**config.mk**
```make
export PLATFORM = sky130hd
export DESIGN_NAME = logic_unit_pipe
export DESIGN_NICKNAME = d
export VERILOG_FILES = /design/src/rtl/logic_unit_pkg.sv /design/src/rtl/logic_op_core.sv /design/src/rtl/logic_unit_pipe.sv
export SDC_FILE = /design/constraint.sdc
export NUM_CORES = 1
export LEC_CHECK = 0
export ABC_AREA = 0
export CORE_UTILIZATION = 35
export CTS_CLUSTER_DIAMETER = 80
export DETAILED_ROUTE_END_ITERATION = 12
export PLACE_DENSITY = 0.65
export SLEW_MARGIN = 20
export SYNTH_ARGS = -nofsm -noshare
export SYNTH_HDL_FRONTEND = slang
export SYNTH_HIERARCHICAL = 1
export SYNTH_SLANG_ARGS = --single-unit
```
**constraint.sdc**
```tcl
create_clock -name clk -period 2.05 [get_ports clk]
set_input_delay 0.3075 -clock clk [delete_from_list [all_inputs] [get_ports clk]]
set_output_delay 0.3075 -clock clk [all_outputs]
set_load 0.02 [all_outputs]
```
**src/rtl/logic_unit_pkg.sv**
```systemverilog
// logic_unit_pkg: opcode encodings and the bitwise op function
// shared by the logic unit pipeline and its combinational core.
package logic_unit_pkg;

    localparam int OP_WIDTH = 3;

    localparam logic [OP_WIDTH-1:0] OP_AND    = 3'd0;
    localparam logic [OP_WIDTH-1:0] OP_OR     = 3'd1;
    localparam logic [OP_WIDTH-1:0] OP_NOT    = 3'd2;
    localparam logic [OP_WIDTH-1:0] OP_NAND   = 3'd3;
    localparam logic [OP_WIDTH-1:0] OP_NOR    = 3'd4;
    localparam logic [OP_WIDTH-1:0] OP_XOR    = 3'd5;
    localparam logic [OP_WIDTH-1:0] OP_XNOR   = 3'd6;
    localparam logic [OP_WIDTH-1:0] OP_PASS_A = 3'd7;

    // Widest operand the shared function handles; callers
    // zero-extend into it and truncate the result back.
    localparam int MAX_W = 256;

    // Bitwise op on MAX_W-wide operands; bits at or above w
    // are forced to zero so inverting ops stay clean.
    function automatic logic [MAX_W-1:0] logic_op(
        input logic [OP_WIDTH-1:0] op,
        input logic [MAX_W-1:0]    a,
        input logic [MAX_W-1:0]    b,
        input int                  w
    );
        logic [MAX_W-1:0] r;
        logic [MAX_W-1:0] m;
        m = '0;
        for (int i = 0; i < MAX_W; i++) begin
            if (i < w) m[i] = 1'b1;
        end
        unique case (op)
            OP_AND:    r = a & b;
            OP_OR:     r = a | b;
            OP_NOT:    r = ~a;
            OP_NAND:   r = ~(a & b);
            OP_NOR:    r = ~(a | b);
            OP_XOR:    r = a ^ b;
            OP_XNOR:   r = ~(a ^ b);
            OP_PASS_A: r = a;
            default:   r = a;
        endcase
        return r & m;
    endfunction

endpackage

```
**src/rtl/logic_op_core.sv**
```systemverilog
// logic_op_core: purely combinational WIDTH-bit opcode mux
// feeding stage 1 of logic_unit_pipe.
module logic_op_core
    import logic_unit_pkg::*;
#(
    parameter int WIDTH = 8
) (
    input  logic [OP_WIDTH-1:0] op,
    input  logic [WIDTH-1:0]    a,
    input  logic [WIDTH-1:0]    b,
    output logic [WIDTH-1:0]    y
);

    // Widen, apply the shared op function, narrow back
    always_comb begin
        y = WIDTH'(logic_op(op, MAX_W'(a), MAX_W'(b), WIDTH));
    end

endmodule

```
**src/rtl/logic_unit_pipe.sv**
```systemverilog
// logic_unit_pipe: two-stage valid/ready bitwise logic unit.
// Optional LOGIC_POPCOUNT_EN adds a registered out_popcount.
module logic_unit_pipe
    import logic_unit_pkg::*;
#(
    parameter int WIDTH = 8,
    parameter int OP_W  = OP_WIDTH
) (
    input  logic             clk,
    input  logic             rst,
    input  logic             in_valid,
    output logic             in_ready,
    input  logic [OP_W-1:0]  in_op,
    input  logic [WIDTH-1:0] in_a,
    input  logic [WIDTH-1:0] in_b,
    output logic             out_valid,
    input  logic             out_ready,
    output logic [WIDTH-1:0] out_y,
    output logic [OP_W-1:0]  out_op,
    output logic             out_zero,
    output logic             out_ones,
    output logic             out_parity
`ifdef LOGIC_POPCOUNT_EN
    ,
    output logic [$clog2(WIDTH+1)-1:0] out_popcount
`endif
);

    logic [WIDTH-1:0] core_y;

    logic             s2_load;
    logic             s1_load;
    logic             in_fire;

    logic             s1_valid_q, s1_valid_d;
    logic [OP_W-1:0]  s1_op_q, s1_op_d;
    logic [WIDTH-1:0] s1_y_q, s1_y_d;

    logic             s2_valid_q, s2_valid_d;
    logic [OP_W-1:0]  s2_op_q, s2_op_d;
    logic [WIDTH-1:0] s2_y_q, s2_y_d;
    logic             s2_zero_q, s2_zero_d;
    logic             s2_ones_q, s2_ones_d;
    logic             s2_par_q, s2_par_d;

`ifdef LOGIC_POPCOUNT_EN
    localparam int PC_W = $clog2(WIDTH+1);
    logic [PC_W-1:0] s2_pc_q, s2_pc_d;
    logic [PC_W-1:0] s1_pc;
`endif

    logic_op_core #(
        .WIDTH (WIDTH)
    ) u_core (
        .op (in_op),
        .a  (in_a),
        .b  (in_b),
        .y  (core_y)
    );

    // Handshake: a stage loads when empty or when the one after it moves
    always_comb begin
        s2_load  = !s2_valid_q || out_ready;
        s1_load  = !s1_valid_q || s2_load;
        in_ready = !rst && s1_load;
        in_fire  = in_valid && in_ready;
    end

    // Stage 1 next state: capture the op result on input transfer
    always_comb begin
        s1_valid_d = s1_valid_q;
        s1_op_d    = s1_op_q;
        s1_y_d     = s1_y_q;
        if (s1_load) begin
            s1_valid_d = in_fire;
        end
        if (in_fire) begin
            s1_op_d = in_op;
            s1_y_d  = core_y;
        end
    end

`ifdef LOGIC_POPCOUNT_EN
    // Popcount of the stage-1 result, registered with the flags
    always_comb begin
        s1_pc = '0;
        for (int i = 0; i < WIDTH; i++) begin
            s1_pc = s1_pc + PC_W'(s1_y_q[i]);
        end
    end
`endif

    // Stage 2 next state: move stage 1 forward and derive flags
    always_comb begin
        s2_valid_d = s2_valid_q;
        s2_op_d    = s2_op_q;
        s2_y_d     = s2_y_q;
        s2_zero_d  = s2_zero_q;
        s2_ones_d  = s2_ones_q;
        s2_par_d   = s2_par_q;
`ifdef LOGIC_POPCOUNT_EN
        s2_pc_d    = s2_pc_q;
`endif
        if (s2_load) begin
            s2_valid_d = s1_valid_q;
        end
        if (s2_load && s1_valid_q) begin
            s2_op_d   = s1_op_q;
            s2_y_d    = s1_y_q;
            s2_zero_d = (s1_y_q == '0);
            s2_ones_d = &s1_y_q;
            s2_par_d  = ^s1_y_q;
`ifdef LOGIC_POPCOUNT_EN
            s2_pc_d   = s1_pc;
`endif
        end
    end

    // Pipeline registers with synchronous reset
    always_ff @(posedge clk) begin
        if (rst) begin
            s1_valid_q <= 1'b0;
            s1_op_q    <= '0;
            s1_y_q     <= '0;
            s2_valid_q <= 1'b0;
            s2_op_q    <= '0;
            s2_y_q     <= '0;
            s2_zero_q  <= 1'b1;
            s2_ones_q  <= 1'b0;
            s2_par_q   <= 1'b0;
`ifdef LOGIC_POPCOUNT_EN
            s2_pc_q    <= '0;
`endif
        end else begin
            s1_valid_q <= s1_valid_d;
            s1_op_q    <= s1_op_d;
            s1_y_q     <= s1_y_d;
            s2_valid_q <= s2_valid_d;
            s2_op_q    <= s2_op_d;
            s2_y_q     <= s2_y_d;
            s2_zero_q  <= s2_zero_d;
            s2_ones_q  <= s2_ones_d;
            s2_par_q   <= s2_par_d;
`ifdef LOGIC_POPCOUNT_EN
            s2_pc_q    <= s2_pc_d;
`endif
        end
    end

    // Outputs come straight from stage-2 registers
    always_comb begin
        out_valid  = s2_valid_q;
        out_y      = s2_y_q;
        out_op     = s2_op_q;
        out_zero   = s2_zero_q;
        out_ones   = s2_ones_q;
        out_parity = s2_par_q;
`ifdef LOGIC_POPCOUNT_EN
        out_popcount = s2_pc_q;
`endif
    end

endmodule

```
==> flow_summary.ini <==
[clock_tree]
numCtsBuffers = 3
cts_hold_buf = 0
postCtsSetupRepairBufs = 0
htree_num_levels = 1
clk_pin_slew_worst_paths_ps = 90
insertion_delay_ps = 270
cts_tree = done
cts_root_buf = clkbuf_8
cts_num_sinks = 27
clock_path_buffers = 2

[power]
power_density_nw_per_um2 = 489
power.leakage_nw = 1.26
ir_drop_mv = 0.311

[synthesis]
syn_nets = 290
synth-seq-cells = 27
synth_top_family_by_area = multiplexers
synth.largest_area_cell = dfxtp_1
ys_top_cells_by_area = dfxtp_1 (25%), ha_1 (14%), mux2_4 (7.7%)
syn_area_per_cell_sq_um = 8.83
ys.warnings.count = 6
synth_ff_type = dfxtp_1
synth-simple-area-share_pct = 13.2
synth-edff-count = 0
synthAdderAreaFrac_pct = 14.0
synth_compound_area_share_pct = 17.7
yosysMostFrequentCell = inv_1
synth.cell_area_sq_um = 2140
ys_types = 42
synthMuxAreaShare_pct = 18.1
yosysSeqAreaShare_pct = 25.2
async_flop_share_pct = 0
syn_inst = 243
synth.top_cell.area_share_pct = 25.2
synth_xor_area_share_pct = 1.23
synth_common_cells = inv_1 (28), dfxtp_1 (27), ha_1 (24)

[final_layout]
final_util_pct = 46.8
drive_gt1_share_pct = 18.6
antenna-diode-count = 0
fin_nets = 344
area_growth_pct = 29.1
finalNonFillerCells = 371

[timing]
hold_viol_final = 0
slew_viol_final = 0
clock.fmax_mhz = 509
finalSetupViolCount = 0
finClkSkew_ps = 1.87
worst_slew_pin_slew_ps = 280
max-slew-margin-rel_pct = 81.3
period_share_pct = 95.8
rsz0062_at_grt = false
period_needed_ps = 1960

[detailed_routing]
routed_via_density = 4.83
drtIter0Drc = 44
post_drt_wl_per_cell_um = 11.4
drt_pass1_iterations = 4
wl_mm = 4.25
detail-route-antenna-nets = 0
dr_total_vias = 1793
drc_errors = 0

[min_path]
min_path_type = reg -> reg

[critical_path]
worstSetupStartpointType = primary input
critPathArrivalTime_ps = 2130
critPathMaxFanout = 2
cp-end-kind = flip-flop
crit_type = in -> reg
cp_data_required_time_ps = 2220

[status]
status = finished, final reports clean

[die]
start_util_pct = 36.2
die_w_um = 80.3
die-area_sq_um = 6440
core_area_sq_um = 5920
num_rows = 28
dieHeight_um = 80.3
io_pins = 39

[global_routing]
grtUsageTotal_pct = 14.2
grt_max_degree = 29
grt_remaining_overflow = 0
grt_pass1_vias = 1665
grt_first_pass_wirelength_mm = 7.46
antenna_found_initial = 0

[place]
place_hpwl_mm = 3.35
dp_cells = 367
io_buffers = 38
gp_congestion = 0.718

[run]
cap_violations = 0
==> cells in the final DEF, fill, tap and decap left out, drive strengths merged, types with 2 or more instances in the layout <==
cell type       n
nand4           2
nor2           12
o22ai           2
nor2b           6
xnor2           3
o21ai          21
a211oi          4
nand3b          3
nand2           7
clkbuf          3
mux2           16
buf            27
o211ai          2
nand2b          3
mux2i          10
dfxtp          27
nand3          13
a21oi          22
a211o           2
clkdlybuf4s50  36
mux4            3
inv            30
ha             24
a31oi           2
==> cell type report <==
class                           instances  area (sq um)
Multi-Input combinational cell        170          1380
Sequential cell                        27           541
Tap cell                               75          93.8
Fill cell                             593          3150
Timing Repair Buffer                   65           597
Clock inverter                          1          5.00
Inverter                               30           113
Clock buffer                            3          41.3
==> layer usage <==
metal | part of all wire (%) | up-vias | GRT usage (%)
met3 | 3.4 | 3 | 2.50
li1 | - | 952 | -
met5 | 0 | - | 0
met2 | 44 | 36 | 23.9
met1 | 52 | 802 | 19.4
met4 | 0.28 | 0 | 1.61
==> state kept, by name, summed over array words and instances (netlist names) <==
register,cells
out_y,8
s1_y_q,8
out_op,3
s1_op_q,3
out_ones,1
out_parity,1
out_valid,1
out_zero,1
s1_valid_q,1
==> timing repair <==
action / CTS / global route
resized for setup: 1 / 1
setup endpoints to repair: 1 / 1
cloned: 0 / 0
==> power breakdown <==
group / total, mW / switching, mW / internal (mW)
logic: 0.469 / 0.209 / 0.259
clock network: 0.298 / 0.162 / 0.136
registers: 0.589 / 0.0274 / 0.562
==> worst paths after layout <==
kind                  start  slack (ps)    endpoint  depth (start not counted)
setup / recovery    in_a[4]          90   s1_y_q[4]                          6
hold / removal     out_zero         480    out_zero                          1
setup reg to reg  s1_y_q[0]         650  out_parity                          5
hold reg to reg    out_zero         480    out_zero                          1
==> worst max-delay path, stage by stage <==
cell and delay [ps]:
clkdlybuf4s50_1 470, inv_1 50, ha_1 310, mux2_2 270, mux4_2 450, mux2_4 270
==> cell families (layout without fill, tap and decap cells) <==
logic type      count (synthesis)  in the layout
xor+xnor                        3              3
compound gates                 64             64
buf+inv                        46             99
simple gates                   50             50
fa+ha+maj                      24             24
flops                          27             27
mux                            29             29
==> per-stage QoR <==
| step | hold WS, ps | cell area, sq um | power [mW] | setup TNS (ps) | worst slack [ps] |
|---|---|---|---|---|---|
| after floorplan | 437 | 2140 | 0.910 | 0 | 351 |
| after global placement | 456 | 2720 | 1.06 | -960 | -207 |
| after detailed placement | 461 | 2720 | 1.07 | -1080 | -239 |
| after CTS | 481 | 2770 | 1.37 | 0 | 55.4 |
| after global routing | 502 | 2770 | 1.44 | 0 | 34.1 |
| final | 475 | 2770 | 1.36 | 0 | 86.2 |
(Power assumes the default switching activity.)
